File: src/rtl/hog_cell_hist.sv
// rtl/hog_cell_hist.sv - HOG cell histogram: orientation binning and 9-bin magnitude accumulation
//
// Ports:
//   clk        rising-edge clock
//   rst        asynchronous active-high reset
//   in_valid   sample valid            in_ready   block can accept a sample
//   magnitude  unsigned Q(MAG_I).(MAG_F) gradient magnitude
//   tan        unsigned Q(TAN_W-16).16 |dy/dx|, saturated when dx=0
//   negative   gradient angle lies in 90-180 degrees
//   out_valid  histogram valid         out_ready  downstream accepts the histogram
//   hist       9 bins, bin k at [k*HIST_W +: HIST_W]
//
// Optional feature macro: HOG_HIST_INT_EN (round magnitudes to integers before accumulation)
module hog_cell_hist #(
  parameter int MAG_I    = 9,
  parameter int MAG_F    = 16,
  parameter int TAN_W    = 19,
  parameter int CELL_PIX = 64,
  localparam int MAG_W   = MAG_I + MAG_F,
  localparam int CNT_W   = $clog2(CELL_PIX),
`ifdef HOG_HIST_INT_EN
  localparam int ADD_W   = MAG_I,
`else
  localparam int ADD_W   = MAG_W,
`endif
  localparam int HIST_W  = ADD_W + CNT_W
) (
  input  logic                  clk,
  input  logic                  rst,
  input  logic                  in_valid,
  output logic                  in_ready,
  input  logic [MAG_W-1:0]      magnitude,
  input  logic [TAN_W-1:0]      tan,
  input  logic                  negative,
  output logic                  out_valid,
  input  logic                  out_ready,
  output logic [9*HIST_W-1:0]   hist
);

  // tan(20/40/60/80 degrees) in Q.16
  localparam logic [TAN_W-1:0] T20 = TAN_W'(23853);
  localparam logic [TAN_W-1:0] T40 = TAN_W'(54991);
  localparam logic [TAN_W-1:0] T60 = TAN_W'(113512);
  localparam logic [TAN_W-1:0] T80 = TAN_W'(371673);

  typedef enum logic {ACCUM, OUTPUT} state_t;

  state_t            state;
  logic              in_ready_q;
  logic              out_valid_q;
  logic [CNT_W-1:0]  cnt;
  logic [HIST_W-1:0] acc [9];

  logic [3:0]        bin_sel;
  logic [2:0]        sector;
  logic [ADD_W-1:0]  add_val;

  // Sector 0..4 counts how many thresholds tan has reached; the negative
  // half-plane mirrors the sector around bin 4 (the vertical direction).
  always_comb begin
    sector = 3'd4;
    if (tan < T20)      sector = 3'd0;
    else if (tan < T40) sector = 3'd1;
    else if (tan < T60) sector = 3'd2;
    else if (tan < T80) sector = 3'd3;
    bin_sel = negative ? (4'd8 - {1'b0, sector}) : {1'b0, sector};
  end

`ifdef HOG_HIST_INT_EN
  logic [MAG_W:0] rnd_sum;
  logic [MAG_I:0] rnd_int;

  // Half-up rounding; the carry out of the integer field saturates to all ones.
  always_comb begin
    rnd_sum = {1'b0, magnitude} + (MAG_W + 1)'(1 << (MAG_F - 1));
    rnd_int = (MAG_I + 1)'(rnd_sum >> MAG_F);
    add_val = rnd_int[MAG_I] ? {ADD_W{1'b1}} : rnd_int[MAG_I-1:0];
  end
`else
  always_comb begin
    add_val = magnitude;
  end
`endif

  always_ff @(posedge clk or posedge rst) begin
    if (rst) begin
      state       <= ACCUM;
      in_ready_q  <= 1'b1;
      out_valid_q <= 1'b0;
      cnt         <= '0;
      for (int k = 0; k < 9; k++) acc[k] <= '0;
    end else begin
      case (state)
        ACCUM: begin
          if (in_valid && in_ready_q) begin
            for (int k = 0; k < 9; k++) begin
              if (bin_sel == 4'(k)) acc[k] <= acc[k] + HIST_W'(add_val);
            end
            // Counter wraps naturally since CELL_PIX is a power of two.
            cnt <= cnt + 1'b1;
            if (cnt == CNT_W'(CELL_PIX - 1)) begin
              state       <= OUTPUT;
              in_ready_q  <= 1'b0;
              out_valid_q <= 1'b1;
            end
          end
        end
        OUTPUT: begin
          if (out_ready) begin
            for (int k = 0; k < 9; k++) acc[k] <= '0;
            state       <= ACCUM;
            in_ready_q  <= 1'b1;
            out_valid_q <= 1'b0;
          end
        end
        default: begin
          state       <= ACCUM;
          in_ready_q  <= 1'b1;
          out_valid_q <= 1'b0;
        end
      endcase
    end
  end

  assign in_ready  = in_ready_q;
  assign out_valid = out_valid_q;

  for (genvar g = 0; g < 9; g++) begin : g_hist
    assign hist[g*HIST_W +: HIST_W] = acc[g];
  end

endmodule

File: config.mk
export PLATFORM = sky130hd
export DESIGN_NAME = hog_cell_hist
export DESIGN_NICKNAME = d
export VERILOG_FILES = /design/src/rtl/hog_cell_hist.sv
export SDC_FILE = /design/constraint.sdc
export NUM_CORES = 1
export LEC_CHECK = 0
export ABC_CLOCK_PERIOD_IN_PS = 22900
export BUFFER_PORTS_ARGS = -buffer_cell sky130_fd_sc_hd__buf_2
export CAP_MARGIN = 10
export CORE_ASPECT_RATIO = 0.6
export CORE_UTILIZATION = 50
export CTS_BUF_LIST = sky130_fd_sc_hd__clkbuf_8
export CTS_CLUSTER_DIAMETER = 200
export DETAILED_ROUTE_END_ITERATION = 7
export GPL_TIMING_DRIVEN = 0
export PLACE_DENSITY = 0.76
export SLEW_MARGIN = 20
export SYNTH_ARGS = -nofsm -noshare
export SYNTH_HDL_FRONTEND = slang
export SYNTH_SLANG_ARGS = --single-unit
File: constraint.sdc
create_clock -name clk -period 22.9 [get_ports clk]
set_input_delay 4.58 -clock clk [delete_from_list [all_inputs] [get_ports clk]]
set_output_delay 4.58 -clock clk [all_outputs]
set_load 0.02 [all_outputs]
* Word-level counts from Yosys, hierarchy flattened
Cells that the tools add are included.
Operators by class: magnitude comparators 4, equality and inequality tests 21, reduce and logical (&&, ||, !) cells 13, add/subtract/negate cells 11, bitwise logic cells 1, multiplexer cells 29
Operators by type and width (number):
- $mux W279 | 2
- $pmux W279 S2 | 1
- $add A31 B25 Y31 | 9
- $mux W31 | 9
- $reduce_and A3 Y1 | 10
- $ne A2 B2 Y1 const B | 12
- $lt A19 B15 Y1 const B | 1
- $lt A19 B16 Y1 const B | 1
- $lt A19 B17 Y1 const B | 1
- $lt A19 B19 Y1 const B | 1
- $eq A4 B3 Y1 const B | 4
- $mux W3 | 4
- $mux W1 | 9
- $eq A4 B2 Y1 const B | 2
- $add A6 B1 Y6 const B | 1
- $eq A6 B6 Y1 const B | 1
- $pmux W1 S2 | 3
- $eq A4 B1 Y1 const B | 1
- $eq A4 B4 Y1 const B | 1
- $logic_not A4 Y1 | 1
- $mux W4 | 1
- $sub A4 B3 Y4 const A | 1
- $reduce_and A2 Y1 | 1
- $logic_and A1 B1 Y1 | 1
- $not A1 Y1 | 1
Word-level totals: input bits 49, bits in registers 288

* Longest topological paths before layout
depth after elaboration 11, depth in mapped cells 17

* Worst setup path before layout
Ideal clock, no wire load.
path kind in2reg, start point input tan[1], end point register acc (netlist bit hist[185]), setup time 78 ps, required time 22822 ps, cell stages on the path 16, buffers on the path 1, setup slack 15272 ps, arrival time 7551 ps, cells stage by stage o311a_1 > o2111a_1 > o221ai_4 > a221oi_2 > nor2_4 > inv_2 > ha_1 > nand2_1 > nand2_1 > nand4bb_2 > o21a_1 > buf_6 > nor3b_4 > nand2_1 > or3_1 > a21oi_1
On the way: longest elaborated chain between the ends 10
Ends and longest elaborated chain:
- start, declared | RTL line 33 | input logic [TAN_W-1:0] tan,
- $lt A19 B19 Y1 | RTL line 65 | else if (tan < T80) sector = 3'd3;
- $mux W3 | RTL line 65
- $mux W3 | RTL line 64 | else if (tan < T60) sector = 3'd2;
- $mux W3 | RTL line 63 | else if (tan < T40) sector = 3'd1;
- $mux W3 (*) | RTL line 62 | if (tan < T20) sector = 3'd0;
- $sub A4 B3 Y4 | RTL line 66 | bin_sel = negative ? (4'd8 - {1'b0, sector}) : {1'b0, sector};
- $mux W4 (*) | RTL line 66
- $eq A4 B3 Y1 (*) | RTL line 97 | if (bin_sel == 4'(k)) acc[k] <= acc[k] + HIST_W'(add_val);
- $ne A2 B2 Y1 (no line) (*)
- $reduce_and A3 Y1 (no line) (*)
- end signal, assigned by index | RTL line 97
- end, declared | RTL line 52 | logic [HIST_W-1:0] acc [9];
Every way passes the cells marked *; elsewhere a longest branch is shown, timed or not. A chain may end at the register's enable or synchronous reset.

* Final worst setup path
start point input tan[1], end point register acc (netlist bit hist[127])
The elaborated chain is that of the path after synthesis.

==> impl_metrics.py <==
metrics = {
    "clock_tree": {
        "post_cts_resized": 0,
        "cts_buffers": 48,
        "cts_hold_buf": 0,
        "clock-sinks": 288,
        "h-tree-depth": 2,
        "clk_latency_ns": 0.60,
        "cts_root_buffer": "clkbuf_8",
        "cts_tree": "built",
        "postCtsSetupBuffers": 0,
        "clk_pin_slew_ns": 0.06,
        "clockBufferDepth": 3,
    },
    "grt": {
        "track_usage": 0.3241,
        "grt_max_degree": 88,
        "grt_pass1_vias": 19810,
        "grt.overflow.total": 0,
        "antenna_found_initial": 2,
        "grt_pass1_wl_mm": 112.2,
    },
    "sta": {
        "post-route-period-util": 0.3530,
        "setup_tns_ns": 0,
        "clock.fmax_ghz": 0.1237,
        "hold_violations": 0,
        "rsz0062_at_grt": "false",
        "finClkSkew_ns": 0.01529,
        "slew_headroom": 0.2727,
        "hold_slack_ns": 0.4789,
        "final.min_clock_period_ns": 8.084,
        "slew_viol_final": 0,
        "tightest_slew_ns": 1.083,
        "setup_violations": 0,
    },
    "power_and_ir_drop": {
        "leakage_nw": 12.84,
        "vdd_drop_max_mv": 0.08189,
        "power.density_mw_per_mm2": 132.1,
    },
    "finish": {
        "n_antenna_cell": 0,
        "drive_above_1_share": 0.1676,
        "fin_nets": 3018,
        "synthToLayoutAreaGrowth_pct": 15.54,
        "fillers": 3695,
        "multi_input_area_mm2": 0.01402,
        "seqCellArea_mm2": 0.007208,
    },
    "critical_path": {
        "path_max_fanout": 10,
        "crit_start": "tan[1]",
        "r2r.worst_path.cells": 10,
        "crit_arrival_ns": 8.61,
        "end_kind": "flop",
        "required_ns": 23.43,
        "cp-start-kind": "input pin",
        "r2r_start": "hist[0]",
        "r2r_setup_slack_ns": 19.20,
        "crit_type": "in2reg",
        "crit_end": "hist[127]",
        "r2r_end": "hist[22]",
    },
    "worst_hold_path": {
        "holdCritPathClass": "reg2reg",
        "whs_path_depth": 1,
    },
    "synthesis": {
        "synth-edff-count": 0,
        "synthTopCellsByArea": "dfrtp_1 (33%), ha_1 (13%), a22o_1 (5.6%)",
        "syn-cell-area_mm2": 0.02175,
        "syn_nets": 2636,
        "synthArstFlopShare": 1.000,
        "ys.flop_type": "dfrtp_1",
        "ys_types": 87,
        "synth_seq_cells": 288,
        "ys_seq_area_frac": 0.3314,
        "yosys.area.top_type": "dfrtp_1",
        "synth_top_area_frac": 0.3302,
        "synthCells": 2351,
        "postSynthAreaPerCell_um2": 9.252,
        "yosys_warnings": 0,
    },
    "drt": {
        "wirelength_mm": 73.50,
        "routed_via_density": 6.290,
        "vias": 20960,
        "drt_pass1_iterations": 5,
        "drt_iter0_drc": 2364,
        "postRouteAntennaNets": 0,
        "drc_errors": 0,
        "wl_per_cell_um": 22.05,
    },
    "floorplan": {
        "die_y_um": 163.6,
        "start_util": 0.5133,
        "die_x_um": 271.3,
        "rows": 58,
        "io_pins": 330,
        "core_area_mm2": 0.04238,
        "die_area_mm2": 0.04437,
    },
    "place": {
        "gp_congestion": 0.9688,
        "dp_hpwl_mm": 54.36,
        "portBuffers": 329,
    },
    "run_status": {
        "status": "finished clean",
    },
    "run": {
        "drv_cap": 0,
    },
}
[power by group]
| part | internal [mW] | switching [mW] | leakage (nW) |
|---|---|---|---|
| Sequential | 0.684 | 0.184 | 3.76 |
| Combinational | 0.811 | 1.18 | 8.55 |
| Clock | 0.240 | 0.224 | 0.531 |
| Total | 1.74 | 1.59 | 12.8 |
[cell usage after synthesis (30+ instances only)]
cell and n:
xnor2_1 130, a22o_1 138, a21oi_1 176, o31ai_1 36
xor2_1 99, a21o_1 92, ha_1 227, nor2_1 152
nor3_1 31, a31oi_1 33, o21ai_0 147, nand2_1 164
a211oi_1 30, o21a_1 33, inv_1 49, dfrtp_1 287
nand3_1 102, clkbuf_1 39
[routing by layer]
layer  global-route usage  share of wire
met1               0.4630           0.44
met2               0.4816           0.42
met3              0.06131          0.096
met4               0.1284          0.043
met5                    0        0.00023
[sequential cells by signal (all words and copies together) (netlist names)]
register   count
out_valid      1
cnt            6
state          1
hist         279
in_ready       1
[stage by stage]
step	utilization	total power [mW]	worst slack (ns)	cells	cell area, um2
CTS	0.5930	3.295	15.00	3333	25130
detailed placement	0.5711	2.815	14.35	3253	24200
floorplan	-	2.273	10.37	2351	21750
finish	0.5930	3.321	14.82	3333	25130
global route	0.5930	3.555	14.72	3333	25130
global placement	0.5689	2.739	6.868	3250	24110
[layout make-up]
class                      instances  share of cell area
inverter                          50            0.007767
multi-input combinational       1942              0.5579
clock inverter                    18            0.003037
buffer                            71             0.01334
tap                              570             0.02838
clock buffer                      62             0.03395
timing repair buffer             332             0.06880
sequential                       288              0.2868
[kinds of logic after synthesis]
kind of cell             count (synthesis)  share of synthesized area
AND/OR/NAND/NOR                        637                     0.1444
adder cells (fa/ha/maj)                236                     0.1389
buffers and inverters                  121                    0.02404
AO/OA/AOI/OAI                          835                     0.2668
multiplexers                             5                   0.002301
XOR/XNOR                               229                    0.09221
flip-flops                             288                     0.3314
[worst min-delay path by stage]
stage / endpoint / slack (ns) / from
finish: cnt[5] / 0.48 / cnt[5]
global route: in_ready / 0.51 / in_ready
CTS: cnt[5] / 0.47 / cnt[5]
detailed placement: cnt[5] / 0.46 / cnt[5]
global placement: cnt[5] / 0.46 / cnt[5]
floorplan: cnt[5] / 0.44 / cnt[5]
[placed cells by master, fill, tap and decap left out, types with 9 or more instances in the layout]
master,Yosys,final
nor2b_1,19,19
o21ai_0,147,147
a21o_1,92,92
a21oi_1,176,176
a31oi_1,33,33
and3_1,29,29
xnor2_1,130,130
or3_1,20,20
dfrtp_1,287,287
a41o_1,10,10
fa_1,9,9
nand2_1,164,164
nand3_1,102,102
ha_1,227,227
clkbuf_1,39,39
inv_1,49,61
nand3b_1,10,10
a211o_1,10,10
and2_1,10,10
o21a_1,33,33
buf_2,22,351
a22o_1,138,138
clkbuf_8,0,62
o21bai_1,22,22
nor3_1,31,31
o211ai_1,18,18
a211oi_1,30,30
nand2b_1,22,22
o31ai_1,36,36
nor2_1,152,152
xor2_1,99,99
nand4_1,29,29
[worst max-delay path, stage by stage]
cell      delay [ns]
buf_2           0.12
o311a_1         0.34
o2111a_1        0.28
o221ai_4        0.27
a221oi_2        0.14
nor2_4          0.26
inv_2           0.16
ha_1            0.27
nor2b_1         0.24
xnor2_1         0.16
a31oi_1         0.34
nor2_1          0.75
clkbuf_1        0.47
a22o_1          0.21
(Power assumes the default switching activity.)
